File: src/rtl/tlb_ctrl_pkg.sv
// Shared types and constants for the CP0-side TLB controller.
// TLB_LINE/TLB_WIDTH track tlb_defines.vh.
package tlb_pkg;

  localparam int unsigned TLB_LINE  = 32;
  localparam int unsigned TLB_WIDTH = 5;

  typedef enum logic [1:0] {
    OP_TLBP  = 2'd0,
    OP_TLBR  = 2'd1,
    OP_TLBWI = 2'd2,
    OP_TLBWR = 2'd3
  } tlb_op_e;

  typedef enum logic [1:0] {
    ST_IDLE,
    ST_ISSUE,
    ST_WB
  } tlb_state_e;

  localparam logic [4:0] EXC_MOD  = 5'd1;
  localparam logic [4:0] EXC_TLBL = 5'd2;
  localparam logic [4:0] EXC_TLBS = 5'd3;

  typedef struct packed {
    logic        valid;
    logic        refill;
    logic [4:0]  code;
    logic [31:0] badvaddr;
  } tlb_exc_t;

endpackage

File: src/rtl/tlb_ctrl_if.sv
// Execute/MMU/CP0 signal bundle around tlb_ctrl; slave is the controller side.
interface tlb_ctrl_if #(
  parameter int unsigned TLB_WIDTH = 5
);
  logic                 op_valid;
  logic [1:0]           op;
  logic                 op_ready;
  logic                 op_done;
  logic                 tlbp;
  logic                 tlbr;
  logic                 tlbwi;
  logic                 tlbwr;
  logic [31:0]          random_out;
  logic [TLB_WIDTH-1:0] wired_in;
  logic                 wired_we;
  logic [31:0]          mmu_index;
  logic [31:0]          mmu_pagemask;
  logic [31:0]          mmu_entrylo0;
  logic [31:0]          mmu_entrylo1;
  logic [31:0]          mmu_entryhi;
  logic                 cp0_index_we;
  logic                 cp0_tlbr_we;
  logic [31:0]          cp0_index;
  logic [31:0]          cp0_pagemask;
  logic [31:0]          cp0_entrylo0;
  logic [31:0]          cp0_entrylo1;
  logic [31:0]          cp0_entryhi;
  logic                 inst_req;
  logic                 inst_found;
  logic                 inst_valid;
  logic [31:0]          inst_vaddr;
  logic                 data_req;
  logic                 data_we;
  logic                 data_found;
  logic                 data_valid;
  logic                 data_writeable;
  logic [31:0]          data_vaddr;
  logic                 flush;
  logic                 exc_valid;
  logic                 exc_refill;
  logic [4:0]           exc_code;
  logic [31:0]          exc_badvaddr;
  logic [18:0]          exc_vpn2;

  modport slave (
    input  op_valid, op, wired_in, wired_we,
    input  mmu_index, mmu_pagemask, mmu_entrylo0, mmu_entrylo1, mmu_entryhi,
    input  inst_req, inst_found, inst_valid, inst_vaddr,
    input  data_req, data_we, data_found, data_valid, data_writeable, data_vaddr,
    input  flush,
    output op_ready, op_done, tlbp, tlbr, tlbwi, tlbwr, random_out,
    output cp0_index_we, cp0_tlbr_we,
    output cp0_index, cp0_pagemask, cp0_entrylo0, cp0_entrylo1, cp0_entryhi,
    output exc_valid, exc_refill, exc_code, exc_badvaddr, exc_vpn2
  );

  modport master (
    output op_valid, op, wired_in, wired_we,
    output mmu_index, mmu_pagemask, mmu_entrylo0, mmu_entrylo1, mmu_entryhi,
    output inst_req, inst_found, inst_valid, inst_vaddr,
    output data_req, data_we, data_found, data_valid, data_writeable, data_vaddr,
    output flush,
    input  op_ready, op_done, tlbp, tlbr, tlbwi, tlbwr, random_out,
    input  cp0_index_we, cp0_tlbr_we,
    input  cp0_index, cp0_pagemask, cp0_entrylo0, cp0_entrylo1, cp0_entryhi,
    input  exc_valid, exc_refill, exc_code, exc_badvaddr, exc_vpn2
  );

endinterface

File: src/rtl/tlb_ctrl_random.sv
// CP0 Random register: counts down from TLB_LINE-1 to Wired, then wraps.
module tlb_random #(
  parameter int unsigned TLB_LINE  = 32,
  parameter int unsigned TLB_WIDTH = 5
) (
  input  logic                 clk,
  input  logic                 rst,
  input  logic                 i_wired_we,
  input  logic                 i_freeze,
  input  logic [TLB_WIDTH-1:0] i_wired,
  output logic [TLB_WIDTH-1:0] o_random
);

  localparam logic [TLB_WIDTH-1:0] RAND_TOP = TLB_WIDTH'(TLB_LINE - 1);

  logic [TLB_WIDTH-1:0] r_random;

  // Wired >= TOP makes the wrap test always true, pinning Random at TOP.
  always_ff @(posedge clk) begin
    if (rst || i_wired_we) begin
      r_random <= RAND_TOP;
    end else if (!i_freeze) begin
      r_random <= (r_random <= i_wired) ? RAND_TOP : r_random - 1'b1;
    end
  end

  assign o_random = r_random;

endmodule

File: src/rtl/tlb_ctrl.sv
// Sequences TLB instructions into MMU strobes, owns Random, and registers
// TLB lookup faults as exceptions with BadVAddr/VPN2 data.
module tlb_ctrl #(
  parameter int unsigned TLB_LINE  = tlb_pkg::TLB_LINE,
  parameter int unsigned TLB_WIDTH = tlb_pkg::TLB_WIDTH
) (
  input logic       clk,
  input logic       rst,
  tlb_ctrl_if.slave bus
);
  import tlb_pkg::*;

  tlb_state_e           r_state;
  tlb_state_e           w_state_nxt;
  tlb_op_e              r_op;
  logic                 w_op_ready;
  logic                 w_op_done;
  logic                 w_tlbp;
  logic                 w_tlbr;
  logic                 w_tlbwi;
  logic                 w_tlbwr;
  logic                 w_index_we;
  logic                 w_tlbr_we;
  logic                 w_freeze;
  logic [TLB_WIDTH-1:0] w_random;
  logic [31:0]          r_cp0_index;
  logic [31:0]          r_cp0_pagemask;
  logic [31:0]          r_cp0_entrylo0;
  logic [31:0]          r_cp0_entrylo1;
  logic [31:0]          r_cp0_entryhi;
  tlb_exc_t             w_exc_nxt;
  tlb_exc_t             r_exc;

  always_ff @(posedge clk) begin
    if (rst) begin
      r_state <= ST_IDLE;
      r_op    <= OP_TLBP;
    end else begin
      r_state <= w_state_nxt;
      if (r_state == ST_IDLE && bus.op_valid) begin
        r_op <= tlb_op_e'(bus.op);
      end
    end
  end

  always_comb begin
    w_state_nxt = r_state;
    w_op_ready  = 1'b0;
    w_op_done   = 1'b0;
    w_tlbp      = 1'b0;
    w_tlbr      = 1'b0;
    w_tlbwi     = 1'b0;
    w_tlbwr     = 1'b0;
    w_index_we  = 1'b0;
    w_tlbr_we   = 1'b0;
    unique case (r_state)
      ST_IDLE: begin
        w_op_ready = 1'b1;
        if (bus.op_valid) w_state_nxt = ST_ISSUE;
      end
      ST_ISSUE: begin
        case (r_op)
          OP_TLBP:  w_tlbp  = 1'b1;
          OP_TLBR:  w_tlbr  = 1'b1;
          OP_TLBWI: w_tlbwi = 1'b1;
          OP_TLBWR: w_tlbwr = 1'b1;
        endcase
        w_state_nxt = ST_WB;
      end
      ST_WB: begin
        w_op_done   = 1'b1;
        w_index_we  = (r_op == OP_TLBP);
        w_tlbr_we   = (r_op == OP_TLBR);
        w_state_nxt = ST_IDLE;
      end
      default: w_state_nxt = ST_IDLE;
    endcase
  end

  always_ff @(posedge clk) begin
    if (rst) begin
      r_cp0_index    <= '0;
      r_cp0_pagemask <= '0;
      r_cp0_entrylo0 <= '0;
      r_cp0_entrylo1 <= '0;
      r_cp0_entryhi  <= '0;
    end else if (r_state == ST_ISSUE) begin
      case (r_op)
        OP_TLBP: r_cp0_index <= bus.mmu_index;
        OP_TLBR: begin
          r_cp0_pagemask <= bus.mmu_pagemask;
          r_cp0_entrylo0 <= bus.mmu_entrylo0;
          r_cp0_entrylo1 <= bus.mmu_entrylo1;
          r_cp0_entryhi  <= bus.mmu_entryhi;
        end
        default: ;
      endcase
    end
  end

  // Holding Random through the TLBWR strobe makes the written slot match random_out.
  assign w_freeze = (r_state == ST_ISSUE) && (r_op == OP_TLBWR);

  tlb_random #(
    .TLB_LINE (TLB_LINE),
    .TLB_WIDTH(TLB_WIDTH)
  ) u_random (
    .clk       (clk),
    .rst       (rst),
    .i_wired_we(bus.wired_we),
    .i_freeze  (w_freeze),
    .i_wired   (bus.wired_in),
    .o_random  (w_random)
  );

  always_comb begin
    w_exc_nxt = '0;
    if (bus.inst_req && !bus.inst_found) begin
      w_exc_nxt = '{valid: 1'b1, refill: 1'b1, code: EXC_TLBL, badvaddr: bus.inst_vaddr};
    end else if (bus.inst_req && !bus.inst_valid) begin
      w_exc_nxt = '{valid: 1'b1, refill: 1'b0, code: EXC_TLBL, badvaddr: bus.inst_vaddr};
    end else if (bus.data_req && !w_tlbp) begin
      if (!bus.data_found) begin
        w_exc_nxt = '{valid: 1'b1, refill: 1'b1,
                      code: bus.data_we ? EXC_TLBS : EXC_TLBL, badvaddr: bus.data_vaddr};
      end else if (!bus.data_valid) begin
        w_exc_nxt = '{valid: 1'b1, refill: 1'b0,
                      code: bus.data_we ? EXC_TLBS : EXC_TLBL, badvaddr: bus.data_vaddr};
      end else if (bus.data_we && !bus.data_writeable) begin
        w_exc_nxt = '{valid: 1'b1, refill: 1'b0, code: EXC_MOD, badvaddr: bus.data_vaddr};
      end
    end
  end

  always_ff @(posedge clk) begin
    if (rst || bus.flush) begin
      r_exc <= '0;
    end else begin
      r_exc <= w_exc_nxt;
    end
  end

  assign bus.op_ready     = w_op_ready;
  assign bus.op_done      = w_op_done;
  assign bus.tlbp         = w_tlbp;
  assign bus.tlbr         = w_tlbr;
  assign bus.tlbwi        = w_tlbwi;
  assign bus.tlbwr        = w_tlbwr;
  assign bus.random_out   = 32'(w_random);
  assign bus.cp0_index_we = w_index_we;
  assign bus.cp0_tlbr_we  = w_tlbr_we;
  assign bus.cp0_index    = r_cp0_index;
  assign bus.cp0_pagemask = r_cp0_pagemask;
  assign bus.cp0_entrylo0 = r_cp0_entrylo0;
  assign bus.cp0_entrylo1 = r_cp0_entrylo1;
  assign bus.cp0_entryhi  = r_cp0_entryhi;
  assign bus.exc_valid    = r_exc.valid;
  assign bus.exc_refill   = r_exc.refill;
  assign bus.exc_code     = r_exc.code;
  assign bus.exc_badvaddr = r_exc.badvaddr;
  assign bus.exc_vpn2     = r_exc.badvaddr[31:13];

endmodule

File: src/flat_wrapper.sv
// flat-port wrapper written by rule: the top's interface ports become plain ports
module tlb_ctrl_flat import tlb_pkg::*;
#(
  parameter int unsigned TLB_LINE  = tlb_pkg::TLB_LINE,
  parameter int unsigned TLB_WIDTH = tlb_pkg::TLB_WIDTH
)
  (clk, rst, bus_op_valid, bus_op, bus_wired_in, bus_wired_we, bus_mmu_index, bus_mmu_pagemask, bus_mmu_entrylo0, bus_mmu_entrylo1, bus_mmu_entryhi, bus_inst_req, bus_inst_found, bus_inst_valid, bus_inst_vaddr, bus_data_req, bus_data_we, bus_data_found, bus_data_valid, bus_data_writeable, bus_data_vaddr, bus_flush, bus_op_ready, bus_op_done, bus_tlbp, bus_tlbr, bus_tlbwi, bus_tlbwr, bus_random_out, bus_cp0_index_we, bus_cp0_tlbr_we, bus_cp0_index, bus_cp0_pagemask, bus_cp0_entrylo0, bus_cp0_entrylo1, bus_cp0_entryhi, bus_exc_valid, bus_exc_refill, bus_exc_code, bus_exc_badvaddr, bus_exc_vpn2);
  tlb_ctrl_if #(.TLB_WIDTH(TLB_WIDTH)) bus_i ();
  input logic clk;
  input logic rst;
  input wire logic [$bits(bus_i.op_valid)-1:0] bus_op_valid;
  input wire logic [$bits(bus_i.op)-1:0] bus_op;
  input wire logic [$bits(bus_i.wired_in)-1:0] bus_wired_in;
  input wire logic [$bits(bus_i.wired_we)-1:0] bus_wired_we;
  input wire logic [$bits(bus_i.mmu_index)-1:0] bus_mmu_index;
  input wire logic [$bits(bus_i.mmu_pagemask)-1:0] bus_mmu_pagemask;
  input wire logic [$bits(bus_i.mmu_entrylo0)-1:0] bus_mmu_entrylo0;
  input wire logic [$bits(bus_i.mmu_entrylo1)-1:0] bus_mmu_entrylo1;
  input wire logic [$bits(bus_i.mmu_entryhi)-1:0] bus_mmu_entryhi;
  input wire logic [$bits(bus_i.inst_req)-1:0] bus_inst_req;
  input wire logic [$bits(bus_i.inst_found)-1:0] bus_inst_found;
  input wire logic [$bits(bus_i.inst_valid)-1:0] bus_inst_valid;
  input wire logic [$bits(bus_i.inst_vaddr)-1:0] bus_inst_vaddr;
  input wire logic [$bits(bus_i.data_req)-1:0] bus_data_req;
  input wire logic [$bits(bus_i.data_we)-1:0] bus_data_we;
  input wire logic [$bits(bus_i.data_found)-1:0] bus_data_found;
  input wire logic [$bits(bus_i.data_valid)-1:0] bus_data_valid;
  input wire logic [$bits(bus_i.data_writeable)-1:0] bus_data_writeable;
  input wire logic [$bits(bus_i.data_vaddr)-1:0] bus_data_vaddr;
  input wire logic [$bits(bus_i.flush)-1:0] bus_flush;
  output wire logic [$bits(bus_i.op_ready)-1:0] bus_op_ready;
  output wire logic [$bits(bus_i.op_done)-1:0] bus_op_done;
  output wire logic [$bits(bus_i.tlbp)-1:0] bus_tlbp;
  output wire logic [$bits(bus_i.tlbr)-1:0] bus_tlbr;
  output wire logic [$bits(bus_i.tlbwi)-1:0] bus_tlbwi;
  output wire logic [$bits(bus_i.tlbwr)-1:0] bus_tlbwr;
  output wire logic [$bits(bus_i.random_out)-1:0] bus_random_out;
  output wire logic [$bits(bus_i.cp0_index_we)-1:0] bus_cp0_index_we;
  output wire logic [$bits(bus_i.cp0_tlbr_we)-1:0] bus_cp0_tlbr_we;
  output wire logic [$bits(bus_i.cp0_index)-1:0] bus_cp0_index;
  output wire logic [$bits(bus_i.cp0_pagemask)-1:0] bus_cp0_pagemask;
  output wire logic [$bits(bus_i.cp0_entrylo0)-1:0] bus_cp0_entrylo0;
  output wire logic [$bits(bus_i.cp0_entrylo1)-1:0] bus_cp0_entrylo1;
  output wire logic [$bits(bus_i.cp0_entryhi)-1:0] bus_cp0_entryhi;
  output wire logic [$bits(bus_i.exc_valid)-1:0] bus_exc_valid;
  output wire logic [$bits(bus_i.exc_refill)-1:0] bus_exc_refill;
  output wire logic [$bits(bus_i.exc_code)-1:0] bus_exc_code;
  output wire logic [$bits(bus_i.exc_badvaddr)-1:0] bus_exc_badvaddr;
  output wire logic [$bits(bus_i.exc_vpn2)-1:0] bus_exc_vpn2;
  assign bus_i.op_valid = bus_op_valid;
  assign bus_i.op = bus_op;
  assign bus_i.wired_in = bus_wired_in;
  assign bus_i.wired_we = bus_wired_we;
  assign bus_i.mmu_index = bus_mmu_index;
  assign bus_i.mmu_pagemask = bus_mmu_pagemask;
  assign bus_i.mmu_entrylo0 = bus_mmu_entrylo0;
  assign bus_i.mmu_entrylo1 = bus_mmu_entrylo1;
  assign bus_i.mmu_entryhi = bus_mmu_entryhi;
  assign bus_i.inst_req = bus_inst_req;
  assign bus_i.inst_found = bus_inst_found;
  assign bus_i.inst_valid = bus_inst_valid;
  assign bus_i.inst_vaddr = bus_inst_vaddr;
  assign bus_i.data_req = bus_data_req;
  assign bus_i.data_we = bus_data_we;
  assign bus_i.data_found = bus_data_found;
  assign bus_i.data_valid = bus_data_valid;
  assign bus_i.data_writeable = bus_data_writeable;
  assign bus_i.data_vaddr = bus_data_vaddr;
  assign bus_i.flush = bus_flush;
  assign bus_op_ready = bus_i.op_ready;
  assign bus_op_done = bus_i.op_done;
  assign bus_tlbp = bus_i.tlbp;
  assign bus_tlbr = bus_i.tlbr;
  assign bus_tlbwi = bus_i.tlbwi;
  assign bus_tlbwr = bus_i.tlbwr;
  assign bus_random_out = bus_i.random_out;
  assign bus_cp0_index_we = bus_i.cp0_index_we;
  assign bus_cp0_tlbr_we = bus_i.cp0_tlbr_we;
  assign bus_cp0_index = bus_i.cp0_index;
  assign bus_cp0_pagemask = bus_i.cp0_pagemask;
  assign bus_cp0_entrylo0 = bus_i.cp0_entrylo0;
  assign bus_cp0_entrylo1 = bus_i.cp0_entrylo1;
  assign bus_cp0_entryhi = bus_i.cp0_entryhi;
  assign bus_exc_valid = bus_i.exc_valid;
  assign bus_exc_refill = bus_i.exc_refill;
  assign bus_exc_code = bus_i.exc_code;
  assign bus_exc_badvaddr = bus_i.exc_badvaddr;
  assign bus_exc_vpn2 = bus_i.exc_vpn2;
  tlb_ctrl #(.TLB_LINE(TLB_LINE), .TLB_WIDTH(TLB_WIDTH)) u_core (.clk(clk), .rst(rst), .bus(bus_i));
endmodule
File: config.mk
export PLATFORM = sky130hd
export DESIGN_NAME = tlb_ctrl_flat
export DESIGN_NICKNAME = d
export VERILOG_FILES = /design/src/rtl/tlb_ctrl_pkg.sv /design/src/rtl/tlb_ctrl_if.sv /design/src/rtl/tlb_ctrl_random.sv /design/src/rtl/tlb_ctrl.sv /design/src/flat_wrapper.sv
export SDC_FILE = /design/constraint.sdc
export NUM_CORES = 1
export LEC_CHECK = 0
export CORE_AREA = 4 4 195 197
export DETAILED_ROUTE_END_ITERATION = 10
export DIE_AREA = 0 0 199 201
export SLEW_MARGIN = 10
export SYNTH_ARGS = -nofsm -noshare
export SYNTH_HDL_FRONTEND = slang
export SYNTH_SLANG_ARGS = --single-unit
File: constraint.sdc
create_clock -name clk -period 2.1 [get_ports clk]
set_input_delay 0.63 -clock clk [delete_from_list [all_inputs] [get_ports clk]]
set_output_delay 0.63 -clock clk [all_outputs]
set_load 0.1 [all_outputs]
==> flow_summary.yaml <==
global_routing:
  grt_start_max_net_pins: 129
  grt_antenna_before_repair: 0
  globalRouteTotalUtil_pct: 14.4
  vias_in_the_first_global_route: 7794
  grt_first_pass_wirelength_mm: 45.6
  grt_overflow_total: 0
timing:
  count_of_final_setup_violators: 6
  max_slew_margin_pct: 57.1
  final_layout_worst_hold_slack_ns: 0.489
  period_needed_ns: 2.30
  clock-skew-final_ns: 0.00546
  final_max_slew_viol_count: 0
  final.period_utilization_pct: 109
  grt_setup_unrepaired: "yes"
  hold_viol: 0
  worst_slew_pin_slew_ns: 0.644
  final_critical_path_setup_slack_ns: -0.195
  timing.fmax_mhz: 436
status:
  violations_in_the_final_reports: "negative setup slack"
  outcome: "finished, violations left"
route:
  antenna_violating_nets_post_route: 0
  routed_wl_mm: 31.3
  via_count: 7773
  initialDrtViolationCount: 313
  drc_errors: 0
  routed_via_density: 4.15
  detailedRoute.firstPassIterationCount: 4
  detail_route.wl_per_cell_um: 16.7
placement:
  place_hpwl_mm: 23.7
  postPlaceCellArea_mm2: 0.0149
  gp_congestion: 0.819
  port_buffers: 471
synthesis:
  postSynth.asyncResetShare_pct: 0
  synth_cells: 934
  number_of_synthesized_flops_with_an_enable_pin: 0
  post_synth_main_area_contributors: "sky130_fd_sc_hd__dfxtp_1 (54%), sky130_fd_sc_hd__nand2_1 (16%), sky130_fd_sc_hd__a21oi_1 (11%)"
  synth_most_common_cell: "sky130_fd_sc_hd__nand2_1"
  synth_cell_types: 31
  ys_seq_area_share_pct: 53.9
  synthesis.area_mm2: 0.00762
  ys_seq_elements: 205
  synth_warnings: 0
  synthTopCellsByCount: "sky130_fd_sc_hd__nand2_1 (328), sky130_fd_sc_hd__dfxtp_1 (205), sky130_fd_sc_hd__a21oi_1 (164), sky130_fd_sc_hd__buf_4 (52), sky130_fd_sc_hd__clkbuf_1 (48)"
  synth_ff_type: "sky130_fd_sc_hd__dfxtp_1"
  avgSynthCellArea_um2: 8.16
  synth.top_cell.area_share_pct: 53.9
  synth_largest_area_cell: "sky130_fd_sc_hd__dfxtp_1"
clocking:
  clock_sink_count: 205
  clock_tree_from_tritoncts: "built"
  clock_path_buffers: 3
  clkSlewWorstSetupHoldPaths_ns: 0.06
  cts.root.buffer_cell: "sky130_fd_sc_hd__clkbuf_16"
  cts-hold-fix-buffers: 0
  cts_buffers: 26
  htree_levels: 1
  clock_insertion_delay_worst_skew_ns: 0.54
hold_path:
  worst_hold_path.num_cells: 2
  min_from: "u_core.bus.cp0_pagemask[30]$_SDFFE_PP0P_"
  timing.hold.worst.class: "flip-flop to flip-flop"
  timing.hold.worst_endpoint: "u_core.bus.cp0_pagemask[30]$_SDFFE_PP0P_"
floorplan:
  io_pins: 502
  dieHeight_um: 201
  floorplan.core_area_mm2: 0.0363
  die-area_mm2: 0.0400
  start_util_pct: 21.0
  die_width_um: 199
  rows: 70
worst_setup_path:
  worstPathRequired_ns: 1.47
  crit_path_end_kind: "output port"
  reg2reg_depth: 7
  critical_path_peak_fanout: 3
  timing.reg2reg.setup_slack_ns: 0.18
  r2r-start: "u_core.r_op[1]$_SDFFE_PP0P_"
  worstSetupPathType: "flip-flop to output port"
  crit_chain: "or4b_4, inv_4, buf_12"
  worstSetupStartpointType: "flip-flop"
  slowest_stage: "sky130_fd_sc_hd__or4b_4"
  cp_top_family: "simple AND/OR/NAND/NOR gates"
  critPathBufInv: 2
  critical_path.max_stage_delay_ns: 0.53
  r2r-end: "u_core.bus.exc_badvaddr[2]$_SDFF_PP0_"
  timing.critical_path.arrival_ns: 1.67
finish:
  final_design_area_no_fill_mm2: 0.0158
  antenna_cells_inserted: 0
  syn2layout_area_growth_pct: 108
  drive_gt1_share_pct: 23.0
  finalNetCount: 1634
pwr:
  power_per_cell_area_mw_per_mm2: 684
  power.ir.vdd_worst_v: 0.000596
  cellLeakagePower_nw: 5.97
job:
  drv_cap: 0
==> worst max-delay path by stage <==
stage | startpoint | end | depth (start not counted)
after floorplan | u_core.r_state[1]$_SDFFE_PP0P_ | bus_cp0_index_we | 2
after global placement | bus_wired_in[1] | u_core.u_random.o_random[0]$_SDFFE_PP1N_ | 8
after detailed placement | bus_wired_in[1] | u_core.u_random.o_random[0]$_SDFFE_PP1N_ | 8
after CTS | u_core.r_op[1]$_SDFFE_PP0P_ | bus_tlbp | 3
after global routing | u_core.r_op[1]$_SDFFE_PP0P_ | bus_tlbp | 3
final | u_core.r_op[1]$_SDFFE_PP0P_ | bus_tlbp | 3
==> logic make-up after synthesis <==
kind of cell	after synthesis	synth area share, %
AO/OA/AOI/OAI	171	11.5
XOR/XNOR	4	0.460
adder cells (fa/ha/maj)	6	0.986
buffers and inverters	121	8.64
flip-flops	205	53.9
multiplexers	32	4.21
other	1	0.0492
AND/OR/NAND/NOR	394	20.3
==> layout make-up <==
class                      instances  area (um2)
sequential                       205        4120
fill                            3421       20400
clock inverter                    15         130
multi-input combinational        637        3030
clock buffer                      33         718
inverter                          11        48.8
timing repair buffer             503        7210
tap                              468         586
==> where the power goes <==
group          switching, W  internal, W
Combinational       0.00140     0.000923
Clock               0.00178      0.00266
Sequential        0.0000969      0.00398
Total               0.00327      0.00756
==> registers in the layout, summed over array words and instances (netlist names) <==
| name | flops |
|---|---|
| u_core.bus.cp0_pagemask | 32 |
| u_core.u_random.o_random | 5 |
| u_core.bus.cp0_entryhi | 32 |
| u_core.r_op | 2 |
| u_core.bus.cp0_entrylo0 | 32 |
| u_core.bus.exc_code | 2 |
| u_core.bus.cp0_index | 32 |
| u_core.r_state | 2 |
| u_core.bus.exc_valid | 1 |
| u_core.bus.exc_refill | 1 |
| u_core.bus.exc_badvaddr | 32 |
| u_core.bus.cp0_entrylo1 | 32 |
==> layer usage <==
metal	global-route usage (%)	wire (um)	vias to the layer above
li1	-	-	3824
met5	0	0	-
met4	4.93	1090	0
met3	5.32	2970	55
met2	26.1	15800	326
met1	15.4	11500	3568
==> worst register-to-register path, delay by kind of cell, from the launching register on <==
family / cells / cell delay, ns
AND/OR/NAND/NOR: 2 / 0.60
buffers and inverters: 3 / 0.54
flip-flops: 1 / 0.34
AO/OA/AOI/OAI: 2 / 0.32
==> what timing repair did <==
item | CTS | global route
setup buffers | 8 | 3
setup endpoints to repair | 7 | 8
pin swaps | 5 | 2
gates resized for setup | 5 | 6
==> cells in the final DEF, fill, tap and decap left out, types with 5 or more instances in the layout <==
cell type                         instances
sky130_fd_sc_hd__mux2i_1                 32
sky130_fd_sc_hd__ha_1                     6
sky130_fd_sc_hd__conb_1                  30
sky130_fd_sc_hd__clkdlybuf4s50_1        242
sky130_fd_sc_hd__inv_1                    8
sky130_fd_sc_hd__nor2_1                  39
sky130_fd_sc_hd__clkbuf_16               27
sky130_fd_sc_hd__clkinv_2                10
sky130_fd_sc_hd__buf_4                   32
sky130_fd_sc_hd__nand3_1                 11
sky130_fd_sc_hd__dfxtp_2                  5
sky130_fd_sc_hd__a21oi_1                163
sky130_fd_sc_hd__nand2_1                328
sky130_fd_sc_hd__dfxtp_1                198
sky130_fd_sc_hd__buf_12                 225
==> metrics by stage <==
step	total power (W)	util [%]	setup WS, ns	instances	TNS [ns]
final	0.0108	43.7	-0.195	1872	-0.532
after global placement	0.00646	41.1	-0.160	1815	-0.791
after CTS	0.0110	43.6	-0.244	1870	-0.899
after floorplan	0.00547	-	-0.395	963	-1.05
after detailed placement	0.00647	41.1	-0.173	1815	-0.931
after global routing	0.0113	43.7	-0.265	1872	-1.06
Power figures use the tool's default switching activity.
